==> src/rtl/basket_update_sequencer_if.sv <==
// basket_update_sequencer_if: request, read-port and status bundle for the basket sequencer.
interface basket_update_sequencer_if;
  logic       Add_Req;
  logic [3:0] Add_ProductID;
  logic [3:0] Add_Quantity;
  logic       Remove_Req;
  logic [3:0] Remove_Index;
  logic       Clear_Req;
  logic [3:0] Rd_Index;
  logic [3:0] Rd_ProductID;
  logic [3:0] Rd_Quantity;
  logic [3:0] BasketProductNum;
  logic       Busy;
  logic       Done;
  logic       Err_Full;
  logic       Err_Index;
  logic       Req_Dropped;
  logic [7:0] TotalItems;
  modport master (
    output Add_Req, Add_ProductID, Add_Quantity, Remove_Req, Remove_Index, Clear_Req, Rd_Index,
    input  Rd_ProductID, Rd_Quantity, BasketProductNum, Busy, Done, Err_Full, Err_Index,
           Req_Dropped, TotalItems
  );
  modport slave (
    input  Add_Req, Add_ProductID, Add_Quantity, Remove_Req, Remove_Index, Clear_Req, Rd_Index,
    output Rd_ProductID, Rd_Quantity, BasketProductNum, Busy, Done, Err_Full, Err_Index,
           Req_Dropped, TotalItems
  );
endinterface

==> src/rtl/basket_update_sequencer.sv <==
// basket_update_sequencer: basket slot storage with add/remove/clear sequencing and a read port.
// Define BASKET_TOTAL_ITEMS_EN to build the TotalItems running-quantity register.
module basket_update_sequencer #(
  parameter int NUM_SLOTS = 8,
  parameter int MAX_QTY   = 15
) (
  input logic CLOCK_50,
  input logic RESET,
  basket_update_sequencer_if.slave bus
);
  typedef enum logic [1:0] {IDLE, SEARCH, ALLOC, COMPACT} state_t;
  localparam logic [3:0] NS = 4'(NUM_SLOTS);
  localparam logic [4:0] MQ = 5'(MAX_QTY);
  state_t state_q, state_n;
  logic [3:0] id_q [NUM_SLOTS];
  logic [3:0] qty_q [NUM_SLOTS];
  logic [3:0] id_n [NUM_SLOTS];
  logic [3:0] qty_n [NUM_SLOTS];
  logic [3:0] sh_id [NUM_SLOTS];
  logic [3:0] sh_qty [NUM_SLOTS];
  logic [3:0] cnt_q, cnt_n, idx_q, idx_n, aid_q, aid_n, aqty_q, aqty_n;
  logic [3:0] cur_id, cur_qty, sat_qty, new_qty, rd_id, rd_qty;
  logic [4:0] sum;
  logic busy_q, done_q, done_n, efull_q, efull_n, eidx_q, eidx_n, drop_q, drop_n;
  logic hit, room, any_req;
  assign any_req = bus.Add_Req | bus.Remove_Req | bus.Clear_Req;
  assign hit     = idx_q != cnt_q && cur_id == aid_q;
  assign room    = cnt_q < NS;
  assign sum     = {1'b0, cur_qty} + {1'b0, aqty_q};
  assign sat_qty = sum > MQ ? MQ[3:0] : sum[3:0];
  assign new_qty = {1'b0, aqty_q} > MQ ? MQ[3:0] : aqty_q;
  // Slot under the search/compact pointer, read-port mux and the one-slot-down shifted view
  always_comb begin
    cur_id  = '0;
    cur_qty = '0;
    rd_id   = '0;
    rd_qty  = '0;
    for (int i = 0; i < NUM_SLOTS; i++) begin
      if (4'(i) == idx_q) begin
        cur_id  = id_q[i];
        cur_qty = qty_q[i];
      end
      if (4'(i) == bus.Rd_Index && 4'(i) < cnt_q) begin
        rd_id  = id_q[i];
        rd_qty = qty_q[i];
      end
    end
    for (int i = 0; i < NUM_SLOTS - 1; i++) begin
      sh_id[i]  = id_q[i+1];
      sh_qty[i] = qty_q[i+1];
    end
    sh_id[NUM_SLOTS-1]  = '0;
    sh_qty[NUM_SLOTS-1] = '0;
  end
  always_comb begin
    state_n = state_q;
    id_n    = id_q;
    qty_n   = qty_q;
    cnt_n   = cnt_q;
    idx_n   = idx_q;
    aid_n   = aid_q;
    aqty_n  = aqty_q;
    done_n  = 1'b0;
    efull_n = 1'b0;
    eidx_n  = 1'b0;
    drop_n  = 1'b0;
    case (state_q)
      IDLE: begin
        drop_n = (bus.Clear_Req & (bus.Remove_Req | bus.Add_Req)) | (bus.Remove_Req & bus.Add_Req);
        if (bus.Clear_Req) begin
          for (int i = 0; i < NUM_SLOTS; i++) begin
            id_n[i]  = '0;
            qty_n[i] = '0;
          end
          cnt_n  = '0;
          done_n = 1'b1;
        end else if (bus.Remove_Req) begin
          eidx_n  = bus.Remove_Index >= cnt_q;
          state_n = bus.Remove_Index >= cnt_q ? IDLE : COMPACT;
          idx_n   = bus.Remove_Index;
        end else if (bus.Add_Req) begin
          aid_n   = bus.Add_ProductID;
          aqty_n  = bus.Add_Quantity;
          done_n  = bus.Add_Quantity == '0;
          state_n = bus.Add_Quantity == '0 ? IDLE : SEARCH;
          idx_n   = '0;
        end
      end
      SEARCH: begin
        drop_n  = any_req;
        state_n = idx_q == cnt_q ? ALLOC : hit ? IDLE : SEARCH;
        done_n  = hit;
        idx_n   = idx_q + 4'd1;
        for (int i = 0; i < NUM_SLOTS; i++)
          if (hit && 4'(i) == idx_q) qty_n[i] = sat_qty;
      end
      ALLOC: begin
        drop_n  = any_req;
        state_n = IDLE;
        done_n  = room;
        efull_n = !room;
        cnt_n   = room ? cnt_q + 4'd1 : cnt_q;
        for (int i = 0; i < NUM_SLOTS; i++)
          if (room && 4'(i) == cnt_q) begin
            id_n[i]  = aid_q;
            qty_n[i] = new_qty;
          end
      end
      default: begin
        // Slots past the last occupied one are zero, so shifting also clears the vacated slot
        drop_n = any_req;
        for (int i = 0; i < NUM_SLOTS; i++)
          if (4'(i) == idx_q) begin
            id_n[i]  = sh_id[i];
            qty_n[i] = sh_qty[i];
          end
        done_n  = idx_q == cnt_q - 4'd1;
        state_n = idx_q == cnt_q - 4'd1 ? IDLE : COMPACT;
        cnt_n   = idx_q == cnt_q - 4'd1 ? cnt_q - 4'd1 : cnt_q;
        idx_n   = idx_q + 4'd1;
      end
    endcase
  end
  always_ff @(posedge CLOCK_50 or posedge RESET) begin
    if (RESET) begin
      state_q <= IDLE;
      for (int i = 0; i < NUM_SLOTS; i++) begin
        id_q[i]  <= '0;
        qty_q[i] <= '0;
      end
      cnt_q   <= '0;
      idx_q   <= '0;
      aid_q   <= '0;
      aqty_q  <= '0;
      busy_q  <= 1'b0;
      done_q  <= 1'b0;
      efull_q <= 1'b0;
      eidx_q  <= 1'b0;
      drop_q  <= 1'b0;
    end else begin
      state_q <= state_n;
      id_q    <= id_n;
      qty_q   <= qty_n;
      cnt_q   <= cnt_n;
      idx_q   <= idx_n;
      aid_q   <= aid_n;
      aqty_q  <= aqty_n;
      busy_q  <= state_n != IDLE;
      done_q  <= done_n;
      efull_q <= efull_n;
      eidx_q  <= eidx_n;
      drop_q  <= drop_n;
    end
  end
  assign bus.Rd_ProductID     = rd_id;
  assign bus.Rd_Quantity      = rd_qty;
  assign bus.BasketProductNum = cnt_q;
  assign bus.Busy             = busy_q;
  assign bus.Done             = done_q;
  assign bus.Err_Full         = efull_q;
  assign bus.Err_Index        = eidx_q;
  assign bus.Req_Dropped      = drop_q;
`ifdef BASKET_TOTAL_ITEMS_EN
  logic [7:0] tot_q, tot_n;
  logic [3:0] rm_qty;
  // Bounded by MAX_QTY per slot, so the add/subtract below never wraps
  always_comb begin
    rm_qty = '0;
    for (int i = 0; i < NUM_SLOTS; i++)
      if (4'(i) == bus.Remove_Index) rm_qty = qty_q[i];
    tot_n = tot_q;
    if (state_q == IDLE && bus.Clear_Req) tot_n = '0;
    else if (state_q == IDLE && bus.Remove_Req && bus.Remove_Index < cnt_q) tot_n = tot_q - 8'(rm_qty);
    else if (state_q == SEARCH && hit) tot_n = tot_q + 8'(sat_qty - cur_qty);
    else if (state_q == ALLOC && room) tot_n = tot_q + 8'(new_qty);
  end
  always_ff @(posedge CLOCK_50 or posedge RESET) begin
    if (RESET) tot_q <= '0;
    else tot_q <= tot_n;
  end
  assign bus.TotalItems = tot_q;
`else
  assign bus.TotalItems = '0;
`endif
endmodule

==> src/flat_wrapper.sv <==
// flat-port wrapper written by rule: the top's interface ports become plain ports
module basket_update_sequencer_flat 
#(
  parameter int NUM_SLOTS = 8,
  parameter int MAX_QTY   = 15
)
  (CLOCK_50, RESET, bus_Add_Req, bus_Add_ProductID, bus_Add_Quantity, bus_Remove_Req, bus_Remove_Index, bus_Clear_Req, bus_Rd_Index, bus_Rd_ProductID, bus_Rd_Quantity, bus_BasketProductNum, bus_Busy, bus_Done, bus_Err_Full, bus_Err_Index, bus_Req_Dropped, bus_TotalItems);
  basket_update_sequencer_if bus_i ();
  input logic CLOCK_50;
  input logic RESET;
  input wire logic [$bits(bus_i.Add_Req)-1:0] bus_Add_Req;
  input wire logic [$bits(bus_i.Add_ProductID)-1:0] bus_Add_ProductID;
  input wire logic [$bits(bus_i.Add_Quantity)-1:0] bus_Add_Quantity;
  input wire logic [$bits(bus_i.Remove_Req)-1:0] bus_Remove_Req;
  input wire logic [$bits(bus_i.Remove_Index)-1:0] bus_Remove_Index;
  input wire logic [$bits(bus_i.Clear_Req)-1:0] bus_Clear_Req;
  input wire logic [$bits(bus_i.Rd_Index)-1:0] bus_Rd_Index;
  output wire logic [$bits(bus_i.Rd_ProductID)-1:0] bus_Rd_ProductID;
  output wire logic [$bits(bus_i.Rd_Quantity)-1:0] bus_Rd_Quantity;
  output wire logic [$bits(bus_i.BasketProductNum)-1:0] bus_BasketProductNum;
  output wire logic [$bits(bus_i.Busy)-1:0] bus_Busy;
  output wire logic [$bits(bus_i.Done)-1:0] bus_Done;
  output wire logic [$bits(bus_i.Err_Full)-1:0] bus_Err_Full;
  output wire logic [$bits(bus_i.Err_Index)-1:0] bus_Err_Index;
  output wire logic [$bits(bus_i.Req_Dropped)-1:0] bus_Req_Dropped;
  output wire logic [$bits(bus_i.TotalItems)-1:0] bus_TotalItems;
  assign bus_i.Add_Req = bus_Add_Req;
  assign bus_i.Add_ProductID = bus_Add_ProductID;
  assign bus_i.Add_Quantity = bus_Add_Quantity;
  assign bus_i.Remove_Req = bus_Remove_Req;
  assign bus_i.Remove_Index = bus_Remove_Index;
  assign bus_i.Clear_Req = bus_Clear_Req;
  assign bus_i.Rd_Index = bus_Rd_Index;
  assign bus_Rd_ProductID = bus_i.Rd_ProductID;
  assign bus_Rd_Quantity = bus_i.Rd_Quantity;
  assign bus_BasketProductNum = bus_i.BasketProductNum;
  assign bus_Busy = bus_i.Busy;
  assign bus_Done = bus_i.Done;
  assign bus_Err_Full = bus_i.Err_Full;
  assign bus_Err_Index = bus_i.Err_Index;
  assign bus_Req_Dropped = bus_i.Req_Dropped;
  assign bus_TotalItems = bus_i.TotalItems;
  basket_update_sequencer #(.NUM_SLOTS(NUM_SLOTS), .MAX_QTY(MAX_QTY)) u_core (.CLOCK_50(CLOCK_50), .RESET(RESET), .bus(bus_i));
endmodule
==> config.mk <==
export PLATFORM = sky130hd
export DESIGN_NAME = basket_update_sequencer_flat
export DESIGN_NICKNAME = d
export VERILOG_FILES = /design/src/rtl/basket_update_sequencer_if.sv /design/src/rtl/basket_update_sequencer.sv /design/src/flat_wrapper.sv
export SDC_FILE = /design/constraint.sdc
export NUM_CORES = 1
export LEC_CHECK = 0
export BUFFER_PORTS_ARGS = -buffer_cell sky130_fd_sc_hd__buf_2
export CORE_AREA = 3 3 115 117
export DETAILED_ROUTE_END_ITERATION = 10
export DIE_AREA = 0 0 118 120
export GPL_TIMING_DRIVEN = 0
export PLACE_DENSITY_LB_ADDON = 0.05
export SLEW_MARGIN = 20
export SYNTH_ARGS = -nofsm -noshare
export SYNTH_HDL_FRONTEND = slang
export SYNTH_SLANG_ARGS = --single-unit
==> constraint.sdc <==
create_clock -name CLOCK_50 -period 5.22 [get_ports CLOCK_50]
set_input_delay 0.522 -clock CLOCK_50 [delete_from_list [all_inputs] [get_ports CLOCK_50]]
set_output_delay 0.522 -clock CLOCK_50 [all_outputs]
set_load 0.05 [all_outputs]
==> results.ini <==
[worst_setup_path]
crit_path_end=u_core.qty_q[12]$_DFFE_PP0P_
reg2reg_to=u_core.qty_q[12]$_DFFE_PP0P_
r2r_start=u_core.idx_q[0]$_DFFE_PP0P_
startpoint_type=flip-flop
required_ps=5460
arrival_ps=5000
crit_path_start=u_core.idx_q[0]$_DFFE_PP0P_
end_kind=flip-flop
crit_type=flip-flop to flip-flop
reg2reg_slack_ps=450
ff2ff_path_depth=18
cp_max_fo=10

[detailed_routing]
vias=7026
m1WireLength_um=9900
wl_met2_um=10900
wl_per_cell_um=22.9
topRoutingLayerUsed=met4
met3_length_um=2630
via_per_inst=6.59
drt_first_pass_iters=6
drt_first_iter_violations=919
wirelength_um=24400
drc_errors=0
ant_nets=0

[placed_design]
place_area_mm2=0.00719
place_ws_ps=-335
post-dp-hpwl_um=17900
port_buffers=36
place.gp.congestion=0.996

[global_routing]
grt_use_total_pct=34.7
grt_pass1_wl_um=38400
first_global_vias=6871
overflow=0
grt_max_degree=56
grt_antenna_before_repair=0

[floorplanning]
die-area_mm2=0.0142
rows=41
coreArea_mm2=0.0125
die_h_um=120
initial_core_util_pct=53.5
die_w_um=118
io_pins=46

[clocking]
cts_setup_buffers=0
numCtsBuffers=9
cts_tree=yes
cts_sinks=87
cts_buffer_depth=2
h-tree-depth=3
clkTransAtPathRegs_ps=70
clock_latency_ps=360
cts-root-buf=clkbuf_16

[yosys]
synth_async_sr_flop_share_pct=100
syn_area_mm2=0.00667
synthFlopType=dfrtp_1
synthTopCellsByArea=dfrtp_1 (33%), a21oi_1 (8.0%), nand2_1 (6.7%)
yosys.area.top_type=dfrtp_1
postSynthCellCount=831
synth_edf_count=0
ys_types=66
yosysSeqAreaShare_pct=32.6
netlist.area_leader.share_pct=32.6
postSynthAreaPerCell_um2=8.03
yosys_warnings=0
ys_ff_latch=87

[sta]
fmax_mhz=210
slew_viol_final=0
relSlewSlack_pct=30.2
clock_skew_ps=6.24
tightest_slew_ps=1050
hold_viol=0
post-route-period-util_pct=91.3
rsz0062_at_grt=no
tns_ps=0
layout_min_cycle_time_ps=4770
fin_ws_ps=453
setup_viol=0

[layout]
diodes=0
final_area_mm2=0.00749
fill_cells=1207
regArea_mm2=0.00218
final_net_count=927
multiInputGateArea_mm2=0.00414
drive_gt1_share_pct=13.6
syn_to_final_growth_pct=12.2

[run]
maxCapViolations=0

[min_path]
hp-class=input port to async pin

[pwr]
peakVddDrop_v=0.000379
cellLeakagePower_uw=0.00318
power.total_uw=5910
power_density_mw_per_mm2=789

[status]
outcome=finished clean

-- kinds of logic after synthesis --
| family | after synthesis | share of synthesized area [%] |
|---|---|---|
| XOR/XNOR | 14 | 1.84 |
| buffers and inverters | 99 | 6.30 |
| adder cells (fa/ha/maj) | 18 | 3.45 |
| AND/OR/NAND/NOR | 281 | 20.6 |
| multiplexers | 37 | 5.79 |
| other | 1 | 0.0562 |
| AO/OA/AOI/OAI | 294 | 29.4 |
| flip-flops | 87 | 32.6 |
-- Yosys cell counts, drive strengths merged, types with 13 or more instances --
library cell,count
nand2,119
a21oi,106
dfrtp,87
clkbuf,49
o21ai,42
nor2,35
a211oi,29
nand3,29
buf,28
a22oi,27
and2,25
mux2i,24
inv,22
ha,16
mux2,13
-- cells in the final DEF, fill, tap and decap left out, types with 8 or more instances in the layout --
master       n
buf_1        9
o211ai_1     9
nor2_1      35
or2_2       11
buf_4       12
a222oi_1    10
clkbuf_1    45
conb_1       8
inv_1       21
a211oi_1    27
and2_1      25
mux2i_1     24
nand3_1     29
ha_1        16
a22oi_1     27
nand2_1    119
clkbuf_16    9
buf_2       44
a21oi_1    103
and3_1      11
a211o_1     12
o21ai_0     41
a21o_1       8
nand4_1      8
a221o_1     12
xnor2_1      9
mux2_2      13
dfrtp_1     87
-- power breakdown --
part | leakage [uW] | internal (uW) | switching [uW] | total [uW]
registers | 0.00106 | 995 | 410 | 1410
clock network | 0.000133 | 340 | 294 | 634
logic | 0.00198 | 1390 | 2470 | 3870
-- critical path, cell delays in order (launching register included) --
cell and delay [ps]:
dfrtp_1 470, inv_1 120, ha_1 180, buf_2 250
buf_1 430, or3_1 370, nor2_1 80, o21ai_0 100
o211ai_1 190, ha_1 270, fa_1 400, a21o_1 220
a21o_1 200, o21a_1 200, a21oi_2 310, clkbuf_2 330
nand2_1 120, a222oi_1 310, nand2_1 90
-- timing repair --
| item | 4_1_cts | 5_1_grt |
|---|---|---|
| resized for setup | 1 | 11 |
| endpoints found under the hold margin | 0 | 0 |
| endpoints found under the setup margin | 29 | 29 |
| hold buffers | 0 | 0 |
-- metal layers --
metal  track usage, %  up-vias
met5                0        -
met4             15.6        0
met3             7.78       79
met2             53.5      471
met1             47.0     3313
li1                 -     3163
-- final cells by class --
| type | instances | share of cell area [%] |
|---|---|---|
| clock inverter | 5 | 0.552 |
| multi-input combinational | 652 | 55.3 |
| timing repair buffer | 42 | 3.29 |
| sequential | 87 | 29.1 |
| buffer | 75 | 4.51 |
| clock buffer | 11 | 3.24 |
| inverter | 22 | 1.14 |
| tap | 172 | 2.87 |
-- metrics by stage --
| step | hold WS (ps) | cells | util (%) |
|---|---|---|---|
| 4_1_cts | 187 | 1067 | 59.9 |
| 3_5_place_dp | 535 | 1052 | 57.7 |
| 6_report | 178 | 1066 | 60.1 |
| 3_3_place_gp | 523 | 1046 | 56.9 |
| 2_1_floorplan | 493 | 838 | - |
| 5_1_grt | 217 | 1066 | 60.1 |
-- sequential cells by signal, summed over array words and instances, names as in the netlist --
signal / count
u_core.qty_q: 32
u_core.bus.BasketProductNum: 4
u_core.bus.Err_Index: 1
u_core.aqty_q: 4
u_core.aid_q: 4
u_core.bus.Busy: 1
u_core.bus.Req_Dropped: 1
u_core.id_q: 32
u_core.state_q: 2
u_core.bus.Err_Full: 1
u_core.idx_q: 4
u_core.bus.Done: 1
-- worst min-delay path by stage --
| stage | start | endpoint | slack, ps | cells after the start |
|---|---|---|---|---|
| 2_1_floorplan | u_core.id_q[24]$_DFFE_PP0P_ | u_core.id_q[24]$_DFFE_PP0P_ | 490 | 2 |
| 3_3_place_gp | u_core.id_q[27]$_DFFE_PP0P_ | u_core.id_q[27]$_DFFE_PP0P_ | 520 | 2 |
| 3_5_place_dp | u_core.id_q[24]$_DFFE_PP0P_ | u_core.id_q[24]$_DFFE_PP0P_ | 530 | 2 |
| 4_1_cts | RESET | u_core.id_q[10]$_DFFE_PP0P_ | 190 | 2 |
| 5_1_grt | RESET | u_core.id_q[7]$_DFFE_PP0P_ | 220 | 2 |
| 6_report | RESET | u_core.id_q[10]$_DFFE_PP0P_ | 180 | 2 |
(Power assumes the default switching activity.)
